**src/rtl/fifo_uart_pkg.sv**
```systemverilog
// Shared types and frame-length helpers for the FIFO-fed UART transmitter.
// No logic of its own; everything here is elaboration-time.
// Imported by the transmitter top level and available to anything sizing around it.
package fifo_uart_pkg;

  typedef enum logic [2:0] {
    IDLE,
    LOAD,
    START,
    DATA,
    PARITY,
    STOP
  } state_t;

  // Bit periods in one frame: start + data + optional parity + stop bits.
  function automatic int frame_bits(input int data_width, input int parity_en,
                                    input int stop_bits);
    return 1 + data_width + ((parity_en != 0) ? 1 : 0) + stop_bits;
  endfunction

  // Clock cycles from the first start-bit cycle to the last stop-bit cycle.
  function automatic int frame_cycles(input int data_width, input int parity_en,
                                      input int stop_bits, input int clks_per_bit);
    return frame_bits(data_width, parity_en, stop_bits) * clks_per_bit;
  endfunction

endpackage

```
**src/rtl/uart_baud_gen.sv**
```systemverilog
// Bit-period timer: marks the last clk cycle of every CLKS_PER_BIT-cycle bit period.
// Latency: bit_tick is a decode of the registered counter, first tick CLKS_PER_BIT-1 cycles after clr.
// No backpressure; free-running, restarted by clr.
module uart_baud_gen #(
  parameter int CLKS_PER_BIT = 16
) (
  input  logic clk,
  input  logic rst,
  input  logic clr,
  output logic bit_tick
);

  localparam int CW = (CLKS_PER_BIT > 1) ? $clog2(CLKS_PER_BIT) : 1;
  localparam logic [CW-1:0] LAST = CW'(CLKS_PER_BIT - 1);

  logic [CW-1:0] cnt;

  // Count 0..CLKS_PER_BIT-1 and wrap; clr restarts the bit period at zero.
  always_ff @(posedge clk) begin
    if (rst || clr) begin
      cnt <= '0;
    end else if (cnt == LAST) begin
      cnt <= '0;
    end else begin
      cnt <= cnt + CW'(1);
    end
  end

  assign bit_tick = (cnt == LAST);

endmodule

```
**src/rtl/fifo_uart_tx.sv**
```systemverilog
// Pops FIFO words and serialises them as UART frames (start, data LSB first, parity, stop).
// Latency: strobe in T, LOAD in T+1, start bit on tx from T+2; frame_done in the last stop cycle.
// Backpressure: reads only in IDLE with enable high and FIFO non-empty; one strobe per word.
module fifo_uart_tx
  import fifo_uart_pkg::*;
#(
  parameter int DATA_WIDTH   = 8,
  parameter int CLKS_PER_BIT = 16,
  parameter int PARITY_EN    = 0,
  parameter int STOP_BITS    = 1
) (
  input  logic                  clk,
  input  logic                  rst,
  input  logic                  enable,
  input  logic                  fifo_empty,
  input  logic [DATA_WIDTH-1:0] fifo_dout,
  output logic                  fifo_rd_en,
  output logic                  tx,
  output logic                  busy,
  output logic                  frame_done
);

  // Bit counter is shared between data bits and stop bits (stop needs at most 0..1).
  localparam int BCW = $clog2(DATA_WIDTH + 1);
  localparam logic [BCW-1:0] LAST_BIT  = BCW'(DATA_WIDTH - 1);
  localparam logic [BCW-1:0] LAST_STOP = BCW'(STOP_BITS - 1);

  state_t                state, state_d;
  logic [DATA_WIDTH-1:0] shift, shift_d;
  logic                  parity, parity_d;
  logic [BCW-1:0]        bit_cnt, bit_cnt_d;
  logic                  tx_d;
  logic                  bit_tick;
  logic                  baud_clr;

  // Bit periods are timed from the LOAD cycle so the start bit gets a full period.
  assign baud_clr = (state == LOAD);

  uart_baud_gen #(
    .CLKS_PER_BIT(CLKS_PER_BIT)
  ) u_baud (
    .clk      (clk),
    .rst      (rst),
    .clr      (baud_clr),
    .bit_tick (bit_tick)
  );

  // Next-state, datapath updates and the line level to register for the next cycle.
  always_comb begin
    state_d    = state;
    shift_d    = shift;
    parity_d   = parity;
    bit_cnt_d  = bit_cnt;
    fifo_rd_en = 1'b0;
    frame_done = 1'b0;
    tx_d       = 1'b1;

    case (state)
      IDLE: begin
        if (enable && !fifo_empty) begin
          fifo_rd_en = 1'b1;
          state_d    = LOAD;
        end
      end
      LOAD: begin
        shift_d   = fifo_dout;
        parity_d  = ^fifo_dout;
        bit_cnt_d = '0;
        state_d   = START;
      end
      START: begin
        if (bit_tick) begin
          state_d = DATA;
        end
      end
      DATA: begin
        if (bit_tick) begin
          shift_d = shift >> 1;
          if (bit_cnt == LAST_BIT) begin
            bit_cnt_d = '0;
            if (PARITY_EN != 0) begin
              state_d = PARITY;
            end else begin
              state_d = STOP;
            end
          end else begin
            bit_cnt_d = bit_cnt + BCW'(1);
          end
        end
      end
      PARITY: begin
        if (bit_tick) begin
          state_d = STOP;
        end
      end
      STOP: begin
        if (bit_tick) begin
          if (bit_cnt == LAST_STOP) begin
            bit_cnt_d  = '0;
            frame_done = 1'b1;
            state_d    = IDLE;
          end else begin
            bit_cnt_d = bit_cnt + BCW'(1);
          end
        end
      end
      default: begin
        state_d = IDLE;
      end
    endcase

    // Reset wins over any strobe or completion pulse in the same cycle.
    if (rst) begin
      fifo_rd_en = 1'b0;
      frame_done = 1'b0;
    end

    // tx is registered, so it is derived from where the FSM is going next.
    case (state_d)
      START:   tx_d = 1'b0;
      DATA:    tx_d = shift_d[0];
      PARITY:  tx_d = parity_d;
      default: tx_d = 1'b1;
    endcase
  end

  // State, shift register, parity, bit counter and the registered serial line.
  always_ff @(posedge clk) begin
    if (rst) begin
      state   <= IDLE;
      shift   <= '0;
      parity  <= 1'b0;
      bit_cnt <= '0;
      tx      <= 1'b1;
    end else begin
      state   <= state_d;
      shift   <= shift_d;
      parity  <= parity_d;
      bit_cnt <= bit_cnt_d;
      tx      <= tx_d;
    end
  end

  assign busy = (state != IDLE);

endmodule

```
**config.mk**
```make
export PLATFORM = sky130hd
export DESIGN_NAME = fifo_uart_tx
export DESIGN_NICKNAME = d
export VERILOG_FILES = /design/src/rtl/fifo_uart_pkg.sv /design/src/rtl/uart_baud_gen.sv /design/src/rtl/fifo_uart_tx.sv
export SDC_FILE = /design/constraint.sdc
export NUM_CORES = 1
export LEC_CHECK = 0
export ABC_AREA = 1
export BUFFER_PORTS_ARGS = -buffer_cell sky130_fd_sc_hd__buf_2
export CORE_MARGIN = 2
export CORE_UTILIZATION = 55
export CTS_BUF_LIST = sky130_fd_sc_hd__clkbuf_8
export DETAILED_ROUTE_END_ITERATION = 8
export PLACE_DENSITY = 0.76
export SYNTH_ARGS = -nofsm -noshare
export SYNTH_HDL_FRONTEND = slang
export SYNTH_SLANG_ARGS = --single-unit
```
**constraint.sdc**
```tcl
create_clock -name clk -period 2 [get_ports clk]
set_clock_uncertainty 0.05 [all_clocks]
set_input_delay 0.3 -clock clk [delete_from_list [all_inputs] [get_ports clk]]
set_output_delay 0.3 -clock clk [all_outputs]
set_load 0.01 [all_outputs]
```
=== Word-level counts from Yosys, hierarchy flattened ===
Cells that the tools add are included.

* Bits in registers: 21
* Input port bits: 12
* Output and inout bits: 4
* Word-level logic and storage cells: 57

* Add/subtract/negate cells: 2
* Eq/ne operators: 12
* Mux-type cells: 24
* Reductions and logical operators: 12

{| class="wikitable"
|+ Operator list
! kind !! number
|-
| two-way mux 3 bit || 7
|-
| one-hot mux 3 bit (6 select lines) || 1
|-
| two-way mux 4 bit || 4
|-
| one-hot mux 8 bit (2 select lines) || 1
|-
| equality test 3 x 2 -> 1 bit (second input constant) || 4
|-
| one-hot mux 4 bit (3 select lines) || 1
|-
| equality test 3 bit (second input constant) || 3
|-
| adder 4 x 1 -> 4 bit (second input constant) || 2
|-
| two-way mux 1 bit || 8
|-
| two-way mux 8 bit || 1
|-
| parity 8 bit || 1
|-
| nonzero test 3 bit || 2
|-
| equality test 4 x 3 -> 1 bit (second input constant) || 1
|-
| equality test 4 bit (second input constant) || 1
|-
| zero test 4 bit || 1
|-
| inequality test 2 bit (second input constant) || 2
|-
| equality test 3 x 1 -> 1 bit (second input constant) || 1
|-
| zero test 3 bit || 1
|-
| one-hot mux 1 bit (3 select lines) || 1
|-
| AND reduction 3 bit || 1
|-
| AND reduction 2 bit || 1
|-
| nonzero test 2 bit || 1
|-
| OR reduction 2 bit || 1
|-
| logical AND 1 bit || 1
|-
| other kinds (2) || 2
|}

=== Logic depth before layout (Yosys ltp) ===
Gate-level depths: netlist of run 1.

* Depth in word-level cells: 6
* Gate-level depth with buffers: 11
* Gate-level depth less buffers: 11

=== Cells and area by module ===
A second synthesis of run 1 with hierarchy kept.

* Cells, all modules: 187
* Area total of the unflattened synthesis: 1204.9 sq um

{| class="wikitable"
|+ Modules (own cells, without submodules)
! module !! times used !! cells each !! area an instance (sq um) !! seq. area each (sq um)
|-
| fifo_uart_tx || 1 || 168 || 1038.5 || 340.3
|-
| uart_baud_gen || 1 || 19 || 166.4 || 80.1
|}

=== Worst setup path after synthesis of run 1 ===
OpenSTA, ideal clock, no wires.

* Kind: register -> output
* From: reg u_baud.cnt[0]
* To: out frame_done
* Data arrival time: 1.220 ns
* Required time: 1.650 ns
* Setup slack: 0.430 ns
* Stages on the path, launching flop included: 6
* Buffers on the path: 0
* Path through: dfxtp_1 ha_1 nand3_4 inv_1 nand3_1 nor4_1

* Word-level cells in the longest chain between the ends: 4

{| class="wikitable"
|+ Ends and longest elaborated chain
! element !! RTL line !! RTL
|-
| start: declaration || uart_baud_gen.sv:16 || <nowiki>logic [CW-1:0] cnt;</nowiki>
|-
| start signal: assignment || uart_baud_gen.sv:25 || <nowiki>cnt <= cnt + CW'(1);</nowiki>
|-
| equality test 4 bit || uart_baud_gen.sv:29 || <nowiki>assign bit_tick = (cnt == LAST);</nowiki>
|-
| two-way mux 1 bit || fifo_uart_tx.sv:97 || <nowiki>if (bit_tick) begin</nowiki>
|-
| two-way mux 1 bit || fifo_uart_tx.sv:58 || <nowiki>case (state)</nowiki>
|-
| two-way mux 1 bit || fifo_uart_tx.sv:113 || <nowiki>if (rst) begin</nowiki>
|-
| end: declaration || fifo_uart_tx.sv:20 || <nowiki>output logic frame_done</nowiki>
|}

Every way passes these cells.

=== Final worst setup path of run 1 ===
Same ends and word-level chain as after synthesis.

==> impl_metrics.env, run 1 <==
export IMPL_outcome="finished, final reports clean"
export IMPL_grtUsageTotal_pct=22.3
export IMPL_reg2reg_slack_ns=0.44
export IMPL_die_height_um=51.8
export IMPL_timing_rr_end="tx$_SDFF_PP1_"
export IMPL_wire_per_inst_um=11.5
export IMPL_power_density_nw_per_um2=635
export IMPL_fin_crit_sh_pct=94.9
export IMPL_synth_most_common_cell="nand2_1"
export IMPL_num_nets_final=218
export IMPL_hold_violations=0
export IMPL_leakagePower_nw=0.713
export IMPL_hpwl_um=2030
export IMPL_synth_flop_cell="dfxtp_1"
export IMPL_highest_layer="met4"
export IMPL_hold_ws_ns=0.273
export IMPL_reg2reg_depth=8
export IMPL_gp_congestion=0.883
export IMPL_met2_length_um=1320
export IMPL_postLayoutSetupSlackWorst_ns=0.102
export IMPL_timing_critical_path_buf_inv=2
export IMPL_met3_length_um=93
export IMPL_grt_max_degree=16
export IMPL_ios=16
export IMPL_post_cts_setup_buffer_count=0
export IMPL_vias=1195
export IMPL_ys_top_cells_by_area="dfxtp_1 33%, nand2_1 19%, inv_1 6.6%"
export IMPL_rsz0062_at_grt="no"
export IMPL_synth_area_um2=1260
export IMPL_cts_buffers=3
export IMPL_synth_top_family_by_area="simple AND/OR/NAND/NOR gates"
export IMPL_ant_nets=0
export IMPL_dieWidth_um=51.8
export IMPL_grt_pass1_vias=1102
export IMPL_clk_pin_slew_ns=0.07
export IMPL_p_total_mw=0.901
export IMPL_max_cap_viol_count=0
export IMPL_muxShareOfSynthArea_pct=0
export IMPL_dp_slack_ns=0.340
export IMPL_synth_cells=184
export IMPL_antenna_found_initial=0
export IMPL_routedLengthMet1_um=1180
export IMPL_setup_worst_path_start_class="register"
export IMPL_critPathSlowestCell="dfxtp_1"
export IMPL_yosysTopAreaCell="dfxtp_1"
export IMPL_min_from="fifo_dout[7]"
export IMPL_crit_cells=6
export IMPL_worstSetupEndpointType="primary output"
export IMPL_dp_cells=226
export IMPL_crit_chain="ha_2 -> nand3_4 -> inv_1 -> nand3_1 -> nor4_2 -> buf_2"
export IMPL_r2r_start="u_baud.cnt[0]$_SDFF_PP0_"
export IMPL_maxSlewHeadroom_pct=80.2
export IMPL_synth_edf_count=0
export IMPL_setup_viol=0
export IMPL_critPathTopFamily="simple AND/OR/NAND/NOR gates"
export IMPL_grt_first_pass_wirelength_um=4490
export IMPL_synth_seq_area_share_pct=33.4
export IMPL_grt_ovfl_total=0
export IMPL_core_um2=2190
export IMPL_rows=17
export IMPL_cts_tree="done"
export IMPL_synth_simple_area_share_pct=40.2
export IMPL_area_growth_pct=12.8
export IMPL_cp_arrival_ns=1.55
export IMPL_fmax_ghz=0.527
export IMPL_drt_iter0_drc=34
export IMPL_vdd_ir_drop_max_mv=0.531
export IMPL_n_antenna_cell=0
export IMPL_port_buffer_count=15
export IMPL_synth_common_cells="64 x nand2_1, 22 x inv_1, 21 x dfxtp_1, 14 x a21oi_1, 13 x nand3_1"
export IMPL_htreeDepth=1
export IMPL_worst_pin_slew_ns=0.297
export IMPL_async_reset_ff_share_pct=0
export IMPL_synth_distinct_cells=31
export IMPL_cts_max_path_buffers=2
export IMPL_cts_root_buffer="clkbuf_8"
export IMPL_drive_gt1_share_pct=17.3
export IMPL_hold_depth=3
export IMPL_syn_nets=199
export IMPL_finalMaxSlewViolations=0
export IMPL_drt_pass1_iterations=4
export IMPL_synth_compound_area_share_pct=13.1
export IMPL_drcViolationCount=0
export IMPL_worstPathRequired_ns=1.65
export IMPL_crit_type="reg -> out"
export IMPL_synth_adder_area_share_pct=2.99
export IMPL_period_needed_ns=1.90
export IMPL_clk_insertion_delay_late_ns=0.26
export IMPL_drt_vias_per_instance=5.20
export IMPL_yosysTopAreaCellShare_pct=33.4
export IMPL_avgSynthCellArea_um2=6.83
export IMPL_final_cells=230
export IMPL_dieArea_um2=2680
export IMPL_start_util_pct=57.4
export IMPL_synth_seq_cells=21
export IMPL_crit_fanout=6
export IMPL_hp_class="in -> reg"
export IMPL_cpPeakStageDelay_ns=0.37
export IMPL_hold_end="shift[7]$_SDFFE_PP0P_"
export IMPL_yosys_area_share_xor_xnor_pct=2.09
export IMPL_cts_sinks=21
export IMPL_finalSetupTns_ns=0
export IMPL_routed_wl_um=2640
export IMPL_synth_warnings=0
sequential cells by signal, indices dropped and copies added (netlist names):
name,flops
tx,1
shift,8
u_baud.cnt,4
bit_cnt,4
parity,1
state,3
how the worst max path moves through the flow:
stage | endpoint | from | slack, ns
4_1_cts | frame_done | u_baud.cnt[0]$_SDFF_PP0_ | 0.04
5_1_grt | frame_done | u_baud.cnt[0]$_SDFF_PP0_ | 0.009
3_3_place_gp | frame_done | u_baud.cnt[0]$_SDFF_PP0_ | 0.40
3_5_place_dp | frame_done | u_baud.cnt[0]$_SDFF_PP0_ | 0.34
2_1_floorplan | frame_done | u_baud.cnt[0]$_SDFF_PP0_ | 0.43
6_report | frame_done | u_baud.cnt[0]$_SDFF_PP0_ | 0.10
where the power goes:
part	leakage, nW	internal (mW)	total (mW)	switching, mW
combinational	0.517	0.0629	0.170	0.107
clock	0.0255	0.139	0.274	0.135
sequential	0.171	0.441	0.457	0.0166
total	0.713	0.642	0.901	0.259
layout make-up:
cell class,count,area (µm²)
fill,199,772
multi-input combinational,136,743
sequential,21,420
inverter,26,98.8
timing repair buffer,15,75.1
clock buffer,3,41.3
tap,28,35.0
clock inverter,1,5.00
layout by cell type (no fill, tap or decap), drive strengths merged:
cell type,instances
nand2,68
inv,25
dfxtp,21
buf,15
a21oi,14
nand3,14
nor2,13
a22oi,6
o21ai,5
clkbuf,3
nor3,3
ha,3
clkinv,2
xor2,2
nor4,2
or2,2
nand3b,1
o211ai,1
xnor2,1
a31oi,1
worst register-to-register path: cells and delay by family (launching register included):
| kind | cells | cell delay [ns] |
|---|---|---|
| adder cells (fa/ha/maj) | 1 | 0.24 |
| AND/OR/NAND/NOR | 7 | 0.80 |
| flip-flops | 1 | 0.37 |
logic make-up after synthesis:
group | Yosys count
compound gates | 27
xor+xnor | 3
fa+ha+maj | 3
buf+inv | 27
flops | 21
simple gates | 103
stage by stage:
stage               util [%]  area, µm²
floorplan                  -       1260
global placement        62.3       1360
detailed placement      62.3       1360
CTS                     64.4       1410
global route            64.8       1420
finish                  64.8       1420
per-layer routing:
metal	vias up	track usage [%]
met5	-	0
met4	0	7.89
met3	7	2.59
met2	28	42.9
met1	537	24.7
li1	623	-
repair_timing:
action                                  CTS  global route
endpoints found under the setup margin    0             1
hold buffers                              0             0
resized for setup                         0             2
No activity file was read; power rests on OpenSTA's default activity.
==> inputs of run 2 (changes only) <==
--- a/config.mk
+++ b/config.mk
@@ -5,13 +5,14 @@
 export SDC_FILE = /design/constraint.sdc
 export NUM_CORES = 1
 export LEC_CHECK = 0
-export ABC_AREA = 1
+export ABC_AREA = 0
 export BUFFER_PORTS_ARGS = -buffer_cell sky130_fd_sc_hd__buf_2
+export CORE_ASPECT_RATIO = 0.75
 export CORE_MARGIN = 2
 export CORE_UTILIZATION = 55
 export CTS_BUF_LIST = sky130_fd_sc_hd__clkbuf_8
 export DETAILED_ROUTE_END_ITERATION = 8
-export PLACE_DENSITY = 0.76
+export PLACE_DENSITY_LB_ADDON = 0.1
 export SYNTH_ARGS = -nofsm -noshare
 export SYNTH_HDL_FRONTEND = slang
 export SYNTH_SLANG_ARGS = --single-unit
==> run 2 against run 1 <==
Against the previous run: worst setup slack worse by 0.029 ns; routed wire length increased by 1.5%; clock power about the same; total power increased by 4.2%; critical path type unchanged; critical endpoint unchanged; largest cell class unchanged; highest routed layer unchanged.
==> impl_metrics.env, run 2 <==
export IMPL_reg2reg_depth=3
export IMPL_regMostFlops="shift"
export IMPL_vias=1145
export IMPL_reg2reg_slack_ns=0.17
export IMPL_synth_area_um2=1210
export IMPL_met2_length_um=1120
export IMPL_gp_congestion=0.819
export IMPL_outcome="finished, final reports clean"
export IMPL_met3_length_um=186
export IMPL_synth_warnings=0
export IMPL_timing_rr_end="tx$_SDFF_PP1_"
export IMPL_grtUsageTotal_pct=23.9
export IMPL_routed_wl_um=2680
export IMPL_wire_per_inst_um=13.7
export IMPL_fmax_ghz=0.519
export IMPL_dieArea_um2=2600
export IMPL_grt_ovfl_total=0
export IMPL_yosysTopAreaCellShare_pct=34.6
export IMPL_crit_fanout=6
export IMPL_yosysTopAreaCell="dfxtp_1"
export IMPL_synth_common_cells="28 x nor2_1, 21 x dfxtp_1, 16 x a21oi_1, 7 x o22ai_1, 7 x xnor2_1"
export IMPL_clk_pin_slew_ns=0.08
export IMPL_drt_iter0_drc=48
export IMPL_synth_flop_cell="dfxtp_1"
export IMPL_grt_first_pass_wirelength_um=4710
export IMPL_grt_max_degree=15
export IMPL_setup_worst_path_start_class="register"
export IMPL_core_um2=2050
export IMPL_final_cell_area_um2=1420
export IMPL_synth_edf_count=0
export IMPL_worstSetupEndpointType="primary output"
export IMPL_endpoint="frame_done"
export IMPL_cts_max_path_buffers=2
export IMPL_cts_root_buffer="clkbuf_8"
export IMPL_antenna_found_initial=0
export IMPL_leakagePower_nw=0.584
export IMPL_ys_top_cells_by_area="dfxtp_1 35%, nor2_1 8.7%, a21oi_1 6.6%"
export IMPL_post_cts_setup_buffer_count=0
export IMPL_ios=16
export IMPL_finalMaxSlewViolations=0
export IMPL_routedLengthMet1_um=1350
export IMPL_maxSlewHeadroom_pct=53.6
export IMPL_period_needed_ns=1.93
export IMPL_final_cell_mix="28 x nor2_1, 18 x dfxtp_1, 16 x a21oi_1, 15 x buf_2, 10 x buf_4"
export IMPL_power_density_nw_per_um2=660
export IMPL_vdd_ir_drop_max_mv=0.622
export IMPL_largest_reg_flops=8
export IMPL_drt_pass1_iterations=4
export IMPL_fill_cells=176
export IMPL_synth_distinct_cells=44
export IMPL_crit_type="reg -> out"
export IMPL_async_reset_ff_share_pct=0
export IMPL_dieWidth_um=58.3
export IMPL_drive_gt1_share_pct=26.2
export IMPL_drcViolationCount=0
export IMPL_hpwl_um=1990
export IMPL_worst_pin_slew_ns=0.688
export IMPL_rows=14
export IMPL_cts_hold_buffers_added=0
export IMPL_start_util_pct=59.3
export IMPL_cts_buffers=3
export IMPL_synth_seq_area_share_pct=34.6
export IMPL_final_util_pct=69.4
export IMPL_startpoint="bit_cnt[0]$_SDFFE_PP0P_"
export IMPL_max_cap_viol_count=0
export IMPL_largestRegisters="shift x8, bit_cnt x4, u_baud.cnt x4"
export IMPL_grt_pass1_vias=1034
export IMPL_cts_tree="done"
export IMPL_avgSynthCellArea_um2=7.99
export IMPL_synth_cells=152
export IMPL_area_growth_pct=17.1
export IMPL_n_antenna_cell=0
export IMPL_setup_viol=0
export IMPL_r2r_start="state[0]$_SDFF_PP0_"
export IMPL_cts_sinks=21
export IMPL_htreeDepth=1
export IMPL_dpl_cell_area_um2=1340
export IMPL_drt_vias_per_instance=5.84
export IMPL_worstPathRequired_ns=1.65
export IMPL_highest_layer="met4"
export IMPL_hold_violations=0
export IMPL_port_buffer_count=15
export IMPL_synth_most_common_cell="nor2_1"
export IMPL_cp_arrival_ns=1.58
export IMPL_die_height_um=44.7
export IMPL_ant_nets=0
export IMPL_fin_crit_sh_pct=96.3
export IMPL_syn_nets=167
export IMPL_mostFrequentLayoutCell="nor2_1"
export IMPL_hp_class="in -> reg"
export IMPL_synth_seq_cells=21
export IMPL_clk_insertion_delay_late_ns=0.26
export IMPL_num_nets_final=188
-- run 2: changes by cell type after synthesis, sizes merged, moves of 6 or more --
cell,before,now
nand2,68,4
inv,25,6
nor2,13,29
nand3,14,3
o22ai,0,7
a22oi,6,0
nand2b,0,6
xnor2,1,7
-- run 2: through the flow --
stage	instances	power [mW]	setup WS, ns	setup TNS [ns]	hold slack (ns)
finish	196	0.939	0.0736	0	0.247
global route	196	0.997	-0.0410	-0.0410	0.258
CTS	196	0.940	0.00335	0	0.244
detailed placement	192	0.666	0.0946	0	0.386
global placement	192	0.664	0.208	0	0.380
floorplan	152	0.608	0.181	0	0.358
-- run 2: timing repair --
action | in CTS | in global routing
gates resized for setup | 0 | 10
pin swaps | 1 | 0
setup endpoints to repair | 1 | 3
-- run 2: cell families after synthesis --
group	Yosys count	share of synthesized area, %
xor gates and xnor gates	9	6.49
adders and majority gates	3	3.09
buffers and inverters	15	6.08
and+or+nand+nor	64	28.0
AOI/OAI and AO/OA	40	21.7
DFF	21	34.6
-- run 2: power breakdown --
part | internal [mW] | switching [mW] | total, mW | leakage, nW
Sequential | 0.445 | 0.0237 | 0.469 | 0.173
Combinational | 0.0927 | 0.103 | 0.196 | 0.384
Clock | 0.137 | 0.137 | 0.274 | 0.0269
Total | 0.675 | 0.264 | 0.939 | 0.584
-- run 2: cell type report --
cell class	instances	area, µm²	area share, %
multi-input cells	116	751	52.8
flip-flops and latches	21	424	29.8
repair buffers	25	150	10.6
clock buffers	3	41.3	2.90
well taps	24	30.0	2.11
inverters	6	22.5	1.58
clock inverters	1	3.75	0.264
-- run 2: worst max-delay path, cell delays in order (launching register included) --
cell	delay, ns
dfxtp_2	0.35
inv_1	0.06
ha_2	0.17
or3b_4	0.41
nor4_2	0.15
buf_2	0.17
-- run 2: per-layer routing --
metal / global-route usage, % / up-vias
li1: - / 582
met1: 37.5 / 530
met2: 32.8 / 31
met3: 6.30 / 2
met4: 4.19 / 0
met5: 0 / -
-- run 2: worst min-delay path by stage --
stage | start | endpoint | slack [ns] | cells past startpoint
floorplan | rst | state[1]$_SDFF_PP0_ | 0.36 | 1
global placement | u_baud.cnt[0]$_SDFF_PP0_ | u_baud.cnt[0]$_SDFF_PP0_ | 0.38 | 1
detailed placement | u_baud.cnt[0]$_SDFF_PP0_ | u_baud.cnt[0]$_SDFF_PP0_ | 0.39 | 1
CTS | fifo_dout[7] | shift[7]$_SDFFE_PP0P_ | 0.24 | 3
global route | fifo_dout[7] | shift[7]$_SDFFE_PP0P_ | 0.26 | 3
finish | fifo_dout[7] | shift[7]$_SDFFE_PP0P_ | 0.25 | 3
